$ cat config.mk
export PLATFORM = sky130hd
export DESIGN_NAME = control_step_sequencer
export DESIGN_NICKNAME = d
export VERILOG_FILES = /design/src/rtl/control_step_sequencer_pkg.sv /design/src/rtl/control_step_sequencer_step_decoder.sv /design/src/rtl/control_step_sequencer.sv
export SDC_FILE = /design/constraint.sdc
export NUM_CORES = 1
export LEC_CHECK = 0
export BUFFER_PORTS_ARGS = -buffer_cell sky130_fd_sc_hd__buf_2
export CAP_MARGIN = 20
export CORE_MARGIN = 2
export CORE_UTILIZATION = 42
export CTS_BUF_LIST = sky130_fd_sc_hd__clkbuf_4
export DETAILED_ROUTE_END_ITERATION = 8
export GPL_TIMING_DRIVEN = 0
export PLACE_DENSITY = 0.95
export SYNTH_ARGS = -nofsm -noshare
export SYNTH_HDL_FRONTEND = slang
export SYNTH_HIERARCHICAL = 1
export SYNTH_SLANG_ARGS = --single-unit
$ cat constraint.sdc
create_clock -name clock -period 4.51 [get_ports clock]
set_input_delay 1.1275 -clock clock [delete_from_list [all_inputs] [get_ports clock]]
set_output_delay 1.1275 -clock clock [all_outputs]
set_load 0.01 [all_outputs]
$ cat src/rtl/control_step_sequencer_pkg.sv
// Shared opcodes, step states, ALU selects and IR field positions for the
// control step sequencer and its step decoder.
package seq_pkg;

  localparam int OP_W = 5;

  localparam logic [OP_W-1:0] OP_ADD  = 5'b00011;
  localparam logic [OP_W-1:0] OP_SUB  = 5'b00100;
  localparam logic [OP_W-1:0] OP_AND  = 5'b00101;
  localparam logic [OP_W-1:0] OP_OR   = 5'b00110;
  localparam logic [OP_W-1:0] OP_ADDI = 5'b01100;
  localparam logic [OP_W-1:0] OP_MFHI = 5'b10000;
  localparam logic [OP_W-1:0] OP_MFLO = 5'b10001;
  localparam logic [OP_W-1:0] OP_IN   = 5'b10110;
  localparam logic [OP_W-1:0] OP_OUT  = 5'b10111;
  localparam logic [OP_W-1:0] OP_NOP  = 5'b11010;
  localparam logic [OP_W-1:0] OP_HALT = 5'b11011;

  localparam logic [3:0] ALU_ADD = 4'd0;
  localparam logic [3:0] ALU_SUB = 4'd1;
  localparam logic [3:0] ALU_AND = 4'd2;
  localparam logic [3:0] ALU_OR  = 4'd3;

  localparam int IR_OP_HI = 31;
  localparam int IR_RA_HI = 26;
  localparam int IR_RB_HI = 22;
  localparam int IR_RC_HI = 18;

  typedef enum logic [3:0] {
    S_IDLE, S_T0, S_T1, S_T2, S_T3, S_T4, S_T5, S_HALT
  } state_e;

  // Instructions that take the three-step Y/Z ALU path.
  function automatic logic is_alu_op(input logic [OP_W-1:0] op);
    return (op == OP_ADD) || (op == OP_SUB) || (op == OP_AND) ||
           (op == OP_OR)  || (op == OP_ADDI);
  endfunction

  function automatic logic [3:0] alu_sel(input logic [OP_W-1:0] op);
    case (op)
      OP_SUB:  return ALU_SUB;
      OP_AND:  return ALU_AND;
      OP_OR:   return ALU_OR;
      default: return ALU_ADD;
    endcase
  endfunction

endpackage

$ cat src/rtl/control_step_sequencer_step_decoder.sv
// Combinational step decoder: state + opcode + register fields -> datapath strobes.
// The IN/OUT port opcodes decode only when SEQ_IO_EN is defined.
module step_decoder
  import seq_pkg::*;
#(
  parameter int NREGS = 16,
  parameter int OPW   = 5
) (
  input  state_e           state,
  input  logic [OPW-1:0]   op,
  input  logic [3:0]       ra,
  input  logic [3:0]       rb,
  input  logic [3:0]       rc,
  output logic             PCout,
  output logic             MDRout,
  output logic             Zlo_out,
  output logic             Zhi_out,
  output logic             HIout,
  output logic             LOout,
  output logic             Cout,
  output logic             Inport_out,
  output logic [NREGS-1:0] r_out,
  output logic             PCin,
  output logic             IRin,
  output logic             MARin,
  output logic             MDRin,
  output logic             Yin,
  output logic             Zin,
  output logic             IncPC,
  output logic             Read,
  output logic             OutPort_in,
  output logic [NREGS-1:0] r_in,
  output logic [3:0]       alu_op,
  output logic             busy,
  output logic             done,
  output logic             illegal,
  output logic             halted
);

  logic       src_en, dst_en;
  logic [3:0] src_idx, dst_idx;

  always_comb begin
    PCout = 1'b0; MDRout = 1'b0; Zlo_out = 1'b0; Zhi_out = 1'b0;
    HIout = 1'b0; LOout = 1'b0; Cout = 1'b0; Inport_out = 1'b0;
    PCin = 1'b0; IRin = 1'b0; MARin = 1'b0; MDRin = 1'b0; Yin = 1'b0;
    Zin = 1'b0; IncPC = 1'b0; Read = 1'b0; OutPort_in = 1'b0;
    alu_op = ALU_ADD;
    busy = 1'b0; done = 1'b0; illegal = 1'b0; halted = 1'b0;
    src_en = 1'b0; src_idx = 4'd0;
    dst_en = 1'b0; dst_idx = 4'd0;

    case (state)
      S_T0: begin
        busy = 1'b1; PCout = 1'b1; MARin = 1'b1; IncPC = 1'b1; Zin = 1'b1;
      end
      S_T1: begin
        busy = 1'b1; Zlo_out = 1'b1; PCin = 1'b1; Read = 1'b1; MDRin = 1'b1;
      end
      S_T2: begin
        busy = 1'b1; MDRout = 1'b1; IRin = 1'b1;
      end
      S_T3: begin
        busy = 1'b1;
        case (op)
          OP_ADD, OP_SUB, OP_AND, OP_OR, OP_ADDI: begin
            src_en = 1'b1; src_idx = rb; Yin = 1'b1;
          end
          OP_MFHI: begin
            HIout = 1'b1; dst_en = 1'b1; dst_idx = ra; done = 1'b1;
          end
          OP_MFLO: begin
            LOout = 1'b1; dst_en = 1'b1; dst_idx = ra; done = 1'b1;
          end
          OP_NOP, OP_HALT: done = 1'b1;
`ifdef SEQ_IO_EN
          OP_IN: begin
            Inport_out = 1'b1; dst_en = 1'b1; dst_idx = ra; done = 1'b1;
          end
          OP_OUT: begin
            src_en = 1'b1; src_idx = ra; OutPort_in = 1'b1; done = 1'b1;
          end
`endif
          default: begin
            done = 1'b1; illegal = 1'b1;
          end
        endcase
      end
      S_T4: begin
        busy = 1'b1;
        // Only ALU-class opcodes reach T4; ADDI takes its operand from C.
        if (op == OP_ADDI) begin
          Cout = 1'b1; Zin = 1'b1; alu_op = ALU_ADD;
        end else if (is_alu_op(op)) begin
          src_en = 1'b1; src_idx = rc; Zin = 1'b1; alu_op = alu_sel(op);
        end
      end
      S_T5: begin
        busy = 1'b1; Zlo_out = 1'b1; dst_en = 1'b1; dst_idx = ra; done = 1'b1;
      end
      S_HALT: halted = 1'b1;
      default: ;
    endcase
  end

  // Out-of-range register indices (NREGS < 16) simply match no lane.
  always_comb begin
    r_out = '0;
    r_in  = '0;
    for (int i = 0; i < NREGS; i++) begin
      r_out[i] = src_en && (src_idx == 4'(i));
      r_in[i]  = dst_en && (dst_idx == 4'(i));
    end
  end

endmodule

$ cat src/rtl/control_step_sequencer.sv
// Single-instruction fetch/execute control sequencer feeding the bus source encoder.
// Optional IN/OUT port instructions are enabled by defining SEQ_IO_EN.
module control_step_sequencer
  import seq_pkg::*;
#(
  parameter int NREGS = 16,
  parameter int OPW   = 5
) (
  input  logic             clock,
  input  logic             clear,
  input  logic             start,
  input  logic [31:0]      ir,
  input  logic             mem_ready,
  output logic             PCout,
  output logic             MDRout,
  output logic             Zlo_out,
  output logic             Zhi_out,
  output logic             HIout,
  output logic             LOout,
  output logic             Cout,
  output logic             Inport_out,
  output logic [NREGS-1:0] r_out,
  output logic             PCin,
  output logic             IRin,
  output logic             MARin,
  output logic             MDRin,
  output logic             Yin,
  output logic             Zin,
  output logic             IncPC,
  output logic             Read,
  output logic             OutPort_in,
  output logic [NREGS-1:0] r_in,
  output logic [3:0]       alu_op,
  output logic             busy,
  output logic             done,
  output logic             illegal,
  output logic             halted
);

  state_e         state_q, state_d;
  logic [OPW-1:0] op;
  logic [3:0]     ra, rb, rc;
  logic           unused_ir;

  assign op = ir[IR_OP_HI -: OPW];
  assign ra = ir[IR_RA_HI -: 4];
  assign rb = ir[IR_RB_HI -: 4];
  assign rc = ir[IR_RC_HI -: 4];
  assign unused_ir = ^ir[14:0];

  always_ff @(posedge clock) begin
    if (!clear) state_q <= S_IDLE;
    else        state_q <= state_d;
  end

  always_comb begin
    state_d = state_q;
    case (state_q)
      S_IDLE: if (start) state_d = S_T0;
      S_T0:   state_d = S_T1;
      S_T1:   if (mem_ready) state_d = S_T2;
      S_T2:   state_d = S_T3;
      S_T3: begin
        if (is_alu_op(op))      state_d = S_T4;
        else if (op == OP_HALT) state_d = S_HALT;
        else                    state_d = S_IDLE;
      end
      S_T4:   state_d = S_T5;
      S_T5:   state_d = S_IDLE;
      S_HALT: state_d = S_HALT;
      default: state_d = S_IDLE;
    endcase
  end

  step_decoder #(.NREGS(NREGS), .OPW(OPW)) u_dec (
    .state      (state_q),
    .op         (op),
    .ra         (ra),
    .rb         (rb),
    .rc         (rc),
    .PCout      (PCout),
    .MDRout     (MDRout),
    .Zlo_out    (Zlo_out),
    .Zhi_out    (Zhi_out),
    .HIout      (HIout),
    .LOout      (LOout),
    .Cout       (Cout),
    .Inport_out (Inport_out),
    .r_out      (r_out),
    .PCin       (PCin),
    .IRin       (IRin),
    .MARin      (MARin),
    .MDRin      (MDRin),
    .Yin        (Yin),
    .Zin        (Zin),
    .IncPC      (IncPC),
    .Read       (Read),
    .OutPort_in (OutPort_in),
    .r_in       (r_in),
    .alu_op     (alu_op),
    .busy       (busy),
    .done       (done),
    .illegal    (illegal),
    .halted     (halted)
  );

endmodule

==> impl_results.md <==
* Largest net degree at the start of global routing at 11
* Leak at around 0.7 nW
* Via Count at ~1,400
* Initial DRC count at 62
* CTS max path bufs at 2
* Share of cells above drive strength 1 at 0.4646
* Pre-antenna DRT Iters at 5
* Post-Synth Simple-Gate Area at 0.4633
* Final wirelength at 3.153 mm
* WHS Path Cells at 2
* Distinct cells, synth at 49
* Maxcap violations at 0
* Post-CTS setup buffer count at 0
* Peak supply drop at 163.1 uV
* Final nets at roughly 260
* Clock sink total at 3
* CTS tree: yes
* Die Y at about 53 um
* Worst min path class: register to register
* Slew Limit Fails at 0
* Post-Syn Instances at approximately 150
* Congestion Overflow GR at 0
* Via density per instance at roughly 5.6
* Register bit count reported by yosys at 3
* Post-synth ARST share at 0
* Hold_buf cts at 0
* Most frequent cells in the layout: buf_2 (76), nor2_1 (19), nor3_1 (12)
* Gpl congestion at around 0.87
* Post-synth EDFFs at 0
* Post-route setup TNS at 0 ns
* Max_slew headroom at 0.4825
* Reg2reg path depth at 3
* Final Hold Vio Count at 0
* Top cells by area, synth: a22oi_1 (8.1%), buf_4 (7.3%), nor2_1 (7.0%)
* WP data arrival at just under 3 ns
* Dominant synthesized flop cell: dfxtp_1
* Multiplexer share of the synthesized area at 0
* Later-pin clock latency in the skew report at 0.24 ns
* Pwr Density at 125.5 nW/um2
* Min Tclk post-route at between 4 and 5 ns
* Cell count after placement at 250
* XOR/XNOR share of the synthesized area at 0.03423
* Clock slew at reported path FFs at around 0.04 ns
* Commonest non-fill, non-tap cell in the layout: buf_2
* Crit Path Category: input pin to primary output
* Syn Std Cell Area at a little over 1000 um2
* Flip-flop count of the largest register after layout at 3
* H-tree levels at 1
* IO Port Bufs at between 70 and 80
* Max FO, Critical Path at 8
* Yosys top cell by area: a22oi_1
* Fin cells at 254
* Post-DP Area at between 1000 and 1500 um2
* Synth warnings at 6
* Avg WL per Cell at about 12 um
* M1 GR Usage at 0.2730
* Antenna violations before repair at 0
* CP endpoint kind: primary output
* GRT Total Usage at 0.2230
* Busiest layer in global routing: met2
* Startpoint Class: input pin
* # rows at 17
* Detail Route Antenna Nets at 0
* Vias in the first global route at roughly 1,200
* Yosys top cell area share at 0.08068
* Final Core Density at 0.6493
* Biggest regs: state_q (3)
* CORE AREA at about 2300 um2
* Area Growth Syn to Fin at 43.03%
* Met3 usage at 0.03672
* # resized after CTS at 0
* Largest Register: state_q
* Worst slew pin tran at slightly below 0.8 ns
* HPWL after detailed placement at 2.531 mm
* Compound-gate portion of the synthesized area at 0.2958
* Final period util at 0.8983
* Global-route wire length before repair at 4.836 mm
* Worst setup skew after layout at about 0.0060 ns
* Met2 Use GR at 0.3971
* DIE AREA at between 2000 and 3000 um2
* Final setup viols at 0
* Fmax at ~0.25 GHz
* Final routed DRC violation total at 0
* WP data required at approximately 3.4 ns
* Diode count at 0
* Post-route cell area at around 1500 um2
* Unrepaired setup endpoints after global routing: false
* Die width at around 53 um
* Adder-cell share of the synthesized area at 0.01956
* Mean Syn Cell Area at around 7.0 um2
* Starting Density at 0.4539
* Ports at 93
* Clock Tree Root: clkbuf_4
* Num CTS Buffers at 3
* Sequential area share after synthesis at 0.05868
* Largest family of logic cells by synthesized area: simple AND/OR/NAND/NOR gates
* Outcome: finished clean
logic make-up after synthesis:
kind of cell | Yosys count
and+or+nand+nor | 78
AOI/OAI and AO/OA | 36
buffers and inverters | 21
xor gates and xnor gates | 4
DFF | 3
adders and majority gates | 2
other | 2
worst paths after layout:
check | start | end | slack (ns)
max | ir[28] | r_out[6] | 0.46
min | state_q[0] | state_q[2] | 0.55
max reg2reg | state_q[1] | state_q[0] | 3.19
min reg2reg | state_q[0] | state_q[2] | 0.55
metrics by stage:
step / worst slack (ns) / total power [mW] / hold slack, ns
final: 0.4588 / 0.1837 / 0.5545
after global routing: 0.3580 / 0.1963 / 0.5948
after CTS: 0.5021 / 0.1841 / 0.5470
after detailed placement: 0.5140 / 0.1256 / 0.5415
after global placement: 0.5148 / 0.1229 / 0.5320
after floorplan: 0.8701 / 0.09434 / 0.4975
area by class of cell:
class | instances | area, um2
plain buffers | 18 | 112.6
clock buffers | 4 | 30.03
fillers | 214 | 790.8
inverters | 3 | 11.26
multi-input cells | 126 | 854.6
flip-flops and latches | 3 | 60.06
well taps | 28 | 35.03
repair buffers | 72 | 360.3
cell usage after synthesis (all sizes together) (3+ instances only):
cell type,instances
buf,14
nand2,6
nor2,19
or2,3
xor2,3
nand4,4
or3b,3
nand3b,5
nor4b,3
nand2b,5
nor3,12
clkbuf,4
a22oi,11
nand3,3
o21ai,4
nand4b,3
a21oi,6
inv,3
dfxtp,3
report_power, final:
part	internal, mW	switching [mW]
clock	0.0394	0.0177
combinational	0.0407	0.0495
sequential	0.0297	0.00673
total	0.110	0.0739
critical path, cell delays in order:
cell,delay [ns]
buf_2,0.10
buf_2,0.22
nand3b_1,0.17
a2111oi_4,0.60
nand3b_1,0.27
a22oi_1,0.26
buf_2,0.16
layer usage:
layer | up-vias | wire (um)
li1 | 704 | -
met1 | 643 | 1272
met2 | 76 | 1613
met3 | 0 | 267
met4 | 0 | 0
met5 | - | 0
No activity file was read; power rests on OpenSTA's default activity.
